==> src/rtl/ppu_sym_pad.sv <==
// ppu_sym_pad: passes a bit-serial coded payload straight through, then appends
// cyclic-head or zero padding so every frame fills a whole number of OFDM symbols.
module ppu_sym_pad #(
  parameter int CBPS  = 1920,
  parameter int LEN_W = 16,
  parameter int SYM_W = 8
) (
  input  logic             clk,
  input  logic             rst,
  input  logic             start,
  input  logic [LEN_W-1:0] len,
  input  logic             pad_mode,
  input  logic             di,
  input  logic             di_vld,
  // 'do' is a reserved word in SystemVerilog, so the output bit is do_bit
  output logic             do_bit,
  output logic             do_vld,
  output logic             do_last,
  output logic [SYM_W-1:0] do_sym_num,
  output logic             busy,
  output logic             err
);

  localparam int               IDX_W    = $clog2(CBPS);
  localparam logic [LEN_W-1:0] LEN_ONE  = LEN_W'(1);
  localparam logic [LEN_W-1:0] CBPS_L   = LEN_W'(CBPS);
  localparam logic [IDX_W-1:0] IDX_ONE  = IDX_W'(1);
  localparam logic [IDX_W-1:0] IDX_LAST = IDX_W'(CBPS - 1);

  typedef enum logic [1:0] {IDLE, LOAD, PAD} state_t;

  state_t           state;
  logic [LEN_W-1:0] len_q;
  logic [LEN_W-1:0] cnt;
  logic [LEN_W-1:0] pad_rem;
  logic [IDX_W-1:0] phase;
  logic [IDX_W-1:0] rd_idx;
  logic [IDX_W-1:0] lim_m1;
  logic [SYM_W-1:0] sym_cnt;
  logic [SYM_W-1:0] sym_q;
  logic             mode_q;
  logic             buf_mem [CBPS];

  logic             take_start;
  logic             in_bit;
  logic             last_bit;
  logic             wr_en;
  logic             err_evt;
  logic [LEN_W-1:0] k_cur;
  logic [LEN_W-1:0] len_cur;
  logic [LEN_W-1:0] pad_calc;
  logic [IDX_W-1:0] phase_cur;
  logic [IDX_W-1:0] phase_nxt;
  logic [SYM_W-1:0] sym_nxt;
  logic [SYM_W-1:0] sym_fin;

  // A start accepted in IDLE may carry payload bit 0 in the same cycle, so the
  // per-bit bookkeeping looks at the live len and zeroed counters in that case.
  always_comb begin
    take_start = start && (state == IDLE) && !busy;
    in_bit     = di_vld && ((state == LOAD) || (take_start && (len != '0)));
    k_cur      = (state == LOAD) ? cnt   : '0;
    len_cur    = (state == LOAD) ? len_q : len;
    phase_cur  = (state == LOAD) ? phase : '0;
    last_bit   = in_bit && (k_cur == len_cur - LEN_ONE);
    phase_nxt  = (phase_cur == IDX_LAST) ? '0 : phase_cur + IDX_ONE;
    sym_nxt    = ((state == LOAD) ? sym_cnt : '0) + SYM_W'(phase_nxt == '0);
    sym_fin    = sym_nxt + SYM_W'(phase_nxt != '0);
    pad_calc   = (phase_nxt == '0) ? '0 : CBPS_L - LEN_W'(phase_nxt);
    wr_en      = in_bit && (int'(k_cur) < CBPS);
    err_evt    = (start && !take_start) || (di_vld && !in_bit);
  end

  always_ff @(posedge clk) begin
    if (wr_en) begin
      buf_mem[IDX_W'(k_cur)] <= di;
    end
  end

  always_ff @(posedge clk or posedge rst) begin
    if (rst) begin
      state      <= IDLE;
      do_bit     <= 1'b0;
      do_vld     <= 1'b0;
      do_last    <= 1'b0;
      do_sym_num <= '0;
      busy       <= 1'b0;
      err        <= 1'b0;
      len_q      <= '0;
      cnt        <= '0;
      pad_rem    <= '0;
      phase      <= '0;
      rd_idx     <= '0;
      lim_m1     <= '0;
      sym_cnt    <= '0;
      sym_q      <= '0;
      mode_q     <= 1'b0;
    end else begin
      do_bit  <= 1'b0;
      do_vld  <= 1'b0;
      do_last <= 1'b0;
      err     <= take_start ? err_evt : (err | err_evt);

      if (in_bit) begin
        do_bit <= di;
        do_vld <= 1'b1;
      end

      case (state)
        IDLE: begin
          busy <= 1'b0;
          if (take_start) begin
            len_q   <= len;
            mode_q  <= pad_mode;
            cnt     <= '0;
            phase   <= '0;
            sym_cnt <= '0;
            rd_idx  <= '0;
            lim_m1  <= (int'(len) >= CBPS) ? IDX_LAST : IDX_W'(len - LEN_ONE);
            if (len == '0) begin
              do_last    <= 1'b1;
              do_sym_num <= '0;
            end else begin
              state <= LOAD;
              busy  <= 1'b1;
            end
          end
        end
        LOAD: begin
        end
        PAD: begin
          // The head-repeat index wraps at min(len, CBPS) by a compare, not a modulo.
          do_vld  <= 1'b1;
          do_bit  <= mode_q ? 1'b0 : buf_mem[rd_idx];
          rd_idx  <= (rd_idx == lim_m1) ? '0 : rd_idx + IDX_ONE;
          pad_rem <= pad_rem - LEN_ONE;
          if (pad_rem == LEN_ONE) begin
            do_last    <= 1'b1;
            do_sym_num <= sym_q;
            state      <= IDLE;
          end
        end
        default: state <= IDLE;
      endcase

      // Busy is left high through the do_last cycle and drops from IDLE next cycle.
      if (in_bit) begin
        cnt     <= k_cur + LEN_ONE;
        phase   <= phase_nxt;
        sym_cnt <= sym_nxt;
        if (last_bit) begin
          sym_q <= sym_fin;
          if (pad_calc == '0) begin
            do_last    <= 1'b1;
            do_sym_num <= sym_fin;
            state      <= IDLE;
          end else begin
            pad_rem <= pad_calc;
            state   <= PAD;
          end
        end
      end
    end
  end

endmodule

==> config.mk <==
export PLATFORM = sky130hd
export DESIGN_NAME = ppu_sym_pad
export DESIGN_NICKNAME = d
export VERILOG_FILES = /design/src/rtl/ppu_sym_pad.sv
export SDC_FILE = /design/constraint.sdc
export NUM_CORES = 2
export LEC_CHECK = 0
export ABC_AREA = 1
export BUFFER_PORTS_ARGS = -buffer_cell sky130_fd_sc_hd__buf_4
export CAP_MARGIN = 20
export CELL_PAD_IN_SITES_DETAIL_PLACEMENT = 2
export CELL_PAD_IN_SITES_GLOBAL_PLACEMENT = 2
export CORE_MARGIN = 2
export CORE_UTILIZATION = 38
export CTS_CLUSTER_SIZE = 14
export DETAILED_ROUTE_END_ITERATION = 16
export HOLD_SLACK_MARGIN = 0.05
export PLACE_DENSITY = 0.86
export SYNTH_ARGS = -nofsm -noshare
export SYNTH_HDL_FRONTEND = slang
export SYNTH_SLANG_ARGS = --single-unit
==> constraint.sdc <==
create_clock -name clk -period 3.8 [get_ports clk]
set_input_delay 0.76 -clock clk [delete_from_list [all_inputs] [get_ports clk]]
set_output_delay 0.76 -clock clk [all_outputs]
set_load 0.005 [all_outputs]
# After elaboration in Yosys (flattened, before gate mapping)
# Memory sizes are Yosys's and may differ from the RTL's.
# Index checks and enable logic that the tools add are counted.
[word_totals] register_bits=113 mem_bits_rw=1920 memories=1
[memory_table] name="buf_mem" words=1920 width=1 read_ports=1 rd_clocked_by_memory_dff=0 wr=1 line="42" source="logic buf_mem [CBPS];"
[op_classes] add_sub_neg=9 n_lt_le_gt_ge=2 n_eq_ne=7 mux=53 n_bitwise=1 reduce_logical=26
[ops] op="$mux 16" n=10
[ops] op="$mux 8" n=10
[ops] op="$mux 11" n=7
[ops] op="$logic_not 16->1" n=2
[ops] op="$sub 16x1->16 const B" n=2
[ops] op="$add 11x1->11 const B" n=2
[ops] op="$pmux 11 s2" n=1
[ops] op="$add 16x1->16 const B" n=1
[ops] op="$add 8x1->8" n=2
[ops] op="$eq 16x1->1 const B" n=1
[ops] op="$eq 16x16->1" n=1
[ops] op="$ge 16x11->1 const B" n=1
[ops] op="$lt 16x11->1 const B" n=1
[ops] op="$mux 1" n=16
[ops] op="$pmux 8 s2" n=1
[ops] op="$reduce_bool 16->1" n=1
[ops] op="$mux 2" n=6
[ops] op="$sub 11x11->12 const A" n=1
[ops] op="$eq 11x11->1" n=1
[ops] op="$eq 11x11->1 const B" n=1
[ops] op="$logic_not 11->1" n=1
[ops] op="$reduce_bool 11->1" n=1
[ops] op="$sub 11x1->11 const B" n=1
[ops] op="$logic_and 1x1->1" n=8
[ops] op="11 further kinds" n=19

# Longest topological paths before layout
[logic_depth] ltp_word=11 ltp_mapped=29 depth_no_buf=24

# Worst setup path after synthesis
# Ideal clock, no wire load.
[synth_timing] path_kind="register to register" startpoint="register state[1]" endpoint="register sym_q[6]" arrival_ps=4019 required_ps=3680 path_slack_ps=-339 path_stages_with_launch=29 synth_period_minus_slack_ps=4139 path_cell_list="dfrtp_1 inv_2 nand2_2 buf_4 buf_2 buf_2 buf_2 nor2_1 ha_1 nand2_1 nor2_4 nand2_1 xor2_1 nand2_1 nor2_1 nand3_1 buf_2 inv_1 ha_1 and3_1 a21oi_1 a21oi_1 nand2_1 or3_1 nor2_1 xor2_1 nand2_1 o21ai_0 inv_1"
[synth_via] elab_chain_len=8
[synth_rtl] item="start: declaration" line="32" source="state_t state;"
[synth_rtl] item="start signal: assignment" line="82" source="state <= IDLE;"
[synth_rtl] item="start signal: assignment" line="124" source="state <= LOAD;"
[synth_rtl] item="start signal: assignment" line="140" source="state <= IDLE;"
[synth_rtl] item="branches (longest 8 deep; another with $add 11x1->11)"
[synth_rtl] item="end signal: assignment" line="152" source="sym_q <= sym_fin;"
[synth_rtl] item="end: declaration" line="40" source="logic [SYM_W-1:0] sym_q;"
# Several ways; the timed one is not identified.
# A chain may end at the register's enable or synchronous reset.

# Worst setup path in the final report
[layout_timing] startpoint="register rd_idx[0]" endpoint="register do_bit"
[layout_via] elab_chain_len=3
[layout_rtl] item="start: declaration" line="37" source="logic [IDX_W-1:0] rd_idx;"
[layout_rtl] item="start signal: assignment" line="135" source="rd_idx <= (rd_idx == lim_m1) ? '0 : rd_idx + IDX_ONE;"
[layout_rtl] item="$mem_v2 1920x1"
[layout_rtl] item="$mux 1" line="134" source="do_bit <= mode_q ? 1'b0 : buf_mem[rd_idx];"
[layout_rtl] item="$mux 1" line="109" source="case (state)"
[layout_rtl] item="end signal: assignment" line="105" source="do_bit <= di;"
[layout_rtl] item="end signal: assignment" line="134"
[layout_rtl] item="end: declaration" line="16" source="output logic do_bit,"
# No other way between the ends.

==> flow_results.org <==
** Outcome
- The flow ran to the end, but the final reports show violations.
- The final reports fail on negative setup slack.

** GRT
- Overall fraction of global-route tracks in use :: 0.357
- The initial antenna violation count is 27.
- Summed over all layers, the global routing overflow is 0.
- Number of global-route vias before repair :: 89400
- Entering global routing, the biggest net connects 228 pins.
- First-pass GRT wire length :: 651 mm

** Synthesis
- Sequential cell area fraction in the yosys report :: 0.651
- Counting flops with a built-in enable in the synthesized netlist gives 1920.
- Ranked by total cell area, the synthesized netlist is headed by sky130_fd_sc_hd__edfxtp_1, sky130_fd_sc_hd__nand3_1, sky130_fd_sc_hd__nand2_1, sky130_fd_sc_hd__nor2_1, sky130_fd_sc_hd__dfrtp_1.
- Counting distinct cell types in the post-synthesis netlist gives 51.
- In the synthesized netlist, the cells that appear most often are sky130_fd_sc_hd__nand2_1, sky130_fd_sc_hd__nor2_1, sky130_fd_sc_hd__nand3_1.
- After synthesis, the share of flip-flops with an asynchronous set or reset is 0.0556.
- Average footprint of a synthesized cell :: 9.59 um2
- In the synthesized netlist, the number of instances is 9691.
- The cell area that synthesis handed to floorplanning was 93000 um2.
- Most area-hungry cell type in the Yosys netlist :: sky130_fd_sc_hd__edfxtp_1
- During synthesis, Yosys emitted a total of 0 warnings.
- Counting every net in the synthesized netlist gives 9728.
- Among all flip-flop cells after synthesis, the most frequent one is sky130_fd_sc_hd__edfxtp_1.
- Share of the synthesized area in the top cell type :: 0.620
- In this run, synthesis produced a sequential element count of 2033.
- Cell with the most instances after synthesis :: sky130_fd_sc_hd__nand2_1

** Worst setup path
- The worst setup path is launched from a flip-flop.
- The worst register-to-register path ends at do_bit.
- Worst path required time :: 4.66 ns
- The number of cells on the worst reg-to-reg path is 17.
- Startpoint-to-endpoint class of the critical path :: reg2reg
- CP endpoint kind :: flip-flop
- Across all register-to-register paths, the minimum setup slack is -0.45 ns.
- In this run the critical register-to-register path is launched from rd_idx[0].
- At the worst endpoint, the arrival time is 5.11 ns.
- Along the worst path, the maximum fanout reaches 52.

** Worst hold path
- The path with the worst hold slack has its endpoint at len_q[15].
- Hold/Removal Path Class :: in2reg
- Hold Path Depth :: 3
- In this run the most critical hold path is launched from len[15].

** Place
- Cell count after placement :: 12500
- Routability congestion estimate from global placement :: 0.811
- OpenSTA, run right after detailed placement, puts the worst setup slack at -0.520 ns.
- Input and output buffers added on the ports amount to 34.
- Final HPWL DP :: 221 mm

** Timing
- Setup-violating endpoint count in the final report :: 44
- Worst Max-Slew Pin Slew :: 1.39 ns
- Period utilisation layout :: 1.12
- Measured against its own limit, the worst slew margin works out to 0.0720.
- The number of slew-limit violations in the final report was 0.
- Total negative setup slack :: -4.19 ns
- The routed design could run at a clock period as short as 4.25 ns.
- Clock Skews :: 0.0833 ns
- Minimum setup slack in the final design :: -0.450 ns
- Setup repair after global routing missed its margin :: true
- Highest attainable clock frequency :: 0.235 GHz
- Fin. Hold Viols :: 0

** Final layout
- The finished layout holds 13000 standard cells, fillers aside.
- Of the cells placed in the final design, the portion with a size suffix greater than 1 is 0.0945.
- Number of nets at the end of the flow :: a little under 10000
- Relative to the synthesized area, the layout overhead comes to 15.5%.

** Power and ir drop
- Static power due to leakage :: 37.0 nW
- Dividing total power by cell area gives a power density of 666 nW/um2.
- IR analysis of the VDD net gives a maximum drop of 0.617 mV.

** Die
- Core region area :: 243000 um2
- For this configuration, the core starts out at a cell density of 0.382.
- Chip Height :: 499 um
- Number of I/O pins :: 35
- Row cnt :: 181
- The floorplan step set the die width to 499 um.
- Die area :: 249000 um2

** Job
- Max Cap Violations :: 0

** Detailed routing
- Using the TritonRoute via totals, the vias-per-cell ratio works out to 6.58.
- Remaining antenna violation count after routing :: 0
- In the final routed layout, each cell accounts on average for around 37 um.
- DR DRC count :: 0
- The routed design has about 500 mm of wire.
- Iteration count of the initial detailed-routing pass :: 6
- Violation count after the first detailed-route iteration :: 12800
- The routed layout has ~85000 vias.

** Clock tree
- CTS built an H-tree with a depth of 4.
- Clock buffers created by TritonCTS :: around 220
- Clock-pin slew was measured on the worst setup and hold paths at 0.07 ns.
- The tree built by TritonCTS fans out to roughly 2000 sinks.
- The tree is rooted in a sky130_fd_sc_hd__clkbuf_16.
- Clock tree from TritonCTS :: built
- Skew-Pair Late Insertion Delay :: around 0.99 ns
- No sink is reached through more buffers than the 3 on the longest clock path.
[logic make-up (layout without fill, tap and decap cells)]
group / after synthesis / in the layout / share of synthesized area
fa+ha+maj: 15 / 15 / 0.00202
compound gates: 172 / 172 / 0.0106
xor+xnor: 57 / 57 / 0.00552
other cells: 0 / 16 / 0
flops: 2033 / 2033 / 0.651
simple gates: 6404 / 6404 / 0.288
buf+inv: 1010 / 1099 / 0.0427
[what timing repair did]
item | in CTS | in global routing
cloned | 1 | 1
endpoints found under the setup margin | 287 | 188
hold endpoints to repair | 39 | 0
hold buffers | 2 | 0
pin swaps | 5 | 23
gates resized for setup | 24 | 58
setup buffers | 13 | 26
[power by group]
part	switching, mW	internal, mW
combinational	18.1	5.53
clock	10.8	11.7
sequential	0.505	24.8
[cell type report]
cell class | count | area (um2)
Fill cell | 25100 | 136000
Sequential cell | 2033 | 60500
Multi-Input combinational cell | 6648 | 29100
Timing Repair Buffer | 501 | 6110
Clock buffer | 300 | 5960
Tap cell | 3202 | 4010
Clock inverter | 114 | 890
Inverter | 184 | 734
Antenna cell | 16 | 40.0
[layout by cell type, fill, tap and decap left out, types with 56 or more instances in the layout]
master and instances:
sky130_fd_sc_hd__nand2_1 2238, sky130_fd_sc_hd__nor2_1 2050, sky130_fd_sc_hd__buf_4 310, sky130_fd_sc_hd__clkinv_1 56
sky130_fd_sc_hd__buf_12 171, sky130_fd_sc_hd__o21ai_0 81, sky130_fd_sc_hd__dfrtp_1 106, sky130_fd_sc_hd__edfxtp_1 1920
sky130_fd_sc_hd__clkbuf_16 227, sky130_fd_sc_hd__clkbuf_1 71, sky130_fd_sc_hd__nand3_1 1963, sky130_fd_sc_hd__inv_1 165
[worst max-delay path, cell delays in order, from the launching register on]
cell                      delay (ns)
sky130_fd_sc_hd__dfrtp_4        0.65
sky130_fd_sc_hd__inv_16         0.30
sky130_fd_sc_hd__buf_12         0.28
sky130_fd_sc_hd__buf_4          0.25
sky130_fd_sc_hd__nand2_1        0.09
sky130_fd_sc_hd__nand3_1        0.14
sky130_fd_sc_hd__nand3_1        0.11
sky130_fd_sc_hd__nand3_1        0.17
sky130_fd_sc_hd__nand3_1        0.12
sky130_fd_sc_hd__nand3_1        0.20
sky130_fd_sc_hd__nand3_1        0.30
sky130_fd_sc_hd__nand3_1        0.19
sky130_fd_sc_hd__nand3_1        0.28
sky130_fd_sc_hd__nand2_1        0.19
sky130_fd_sc_hd__nand2_1        0.10
sky130_fd_sc_hd__nand3_1        0.20
sky130_fd_sc_hd__nand3_2        0.22
sky130_fd_sc_hd__nand2_1        0.20
[stage by stage]
step                instance area (um2)   util  hold WS, ns  power, mW
floorplan                         93100      -        0.448       35.8
global placement                  99700  0.410        0.463       44.6
detailed placement                99800  0.410        0.472       45.9
CTS                              107000  0.439        0.106       68.8
global route                     107000  0.441        0.122       72.1
finish                           107000  0.441        0.104       71.5
[layer usage]
| layer | up-vias | track usage | part of all wire |
|---|---|---|---|
| li1 | 32500 | - | - |
| met1 | 42800 | 0.414 | 0.33 |
| met2 | 7344 | 0.581 | 0.46 |
| met3 | 2846 | 0.0820 | 0.12 |
| met4 | 24 | 0.263 | 0.094 |
| met5 | - | 0 | 0.00037 |
[worst max path at each step]
stage	from	endpoint	cells after the start
floorplan	state[1]	sym_q[6]	28
global placement	len[0]	buf_mem[587]	17
detailed placement	len[0]	buf_mem[1656]	18
CTS	state[0]	buf_mem[641]	14
global route	state[0]	sym_q[0]	19
finish	rd_idx[0]	do_bit	17
[registers in the layout (all words and copies together) (netlist names), 2 cells and up]
name        flops
rd_idx         11
sym_cnt         8
state           2
pad_rem        16
phase          11
do_sym_num      8
len_q          16
sym_q           8
buf_mem      1920
lim_m1         11
cnt            16
(Power assumes the default switching activity.)
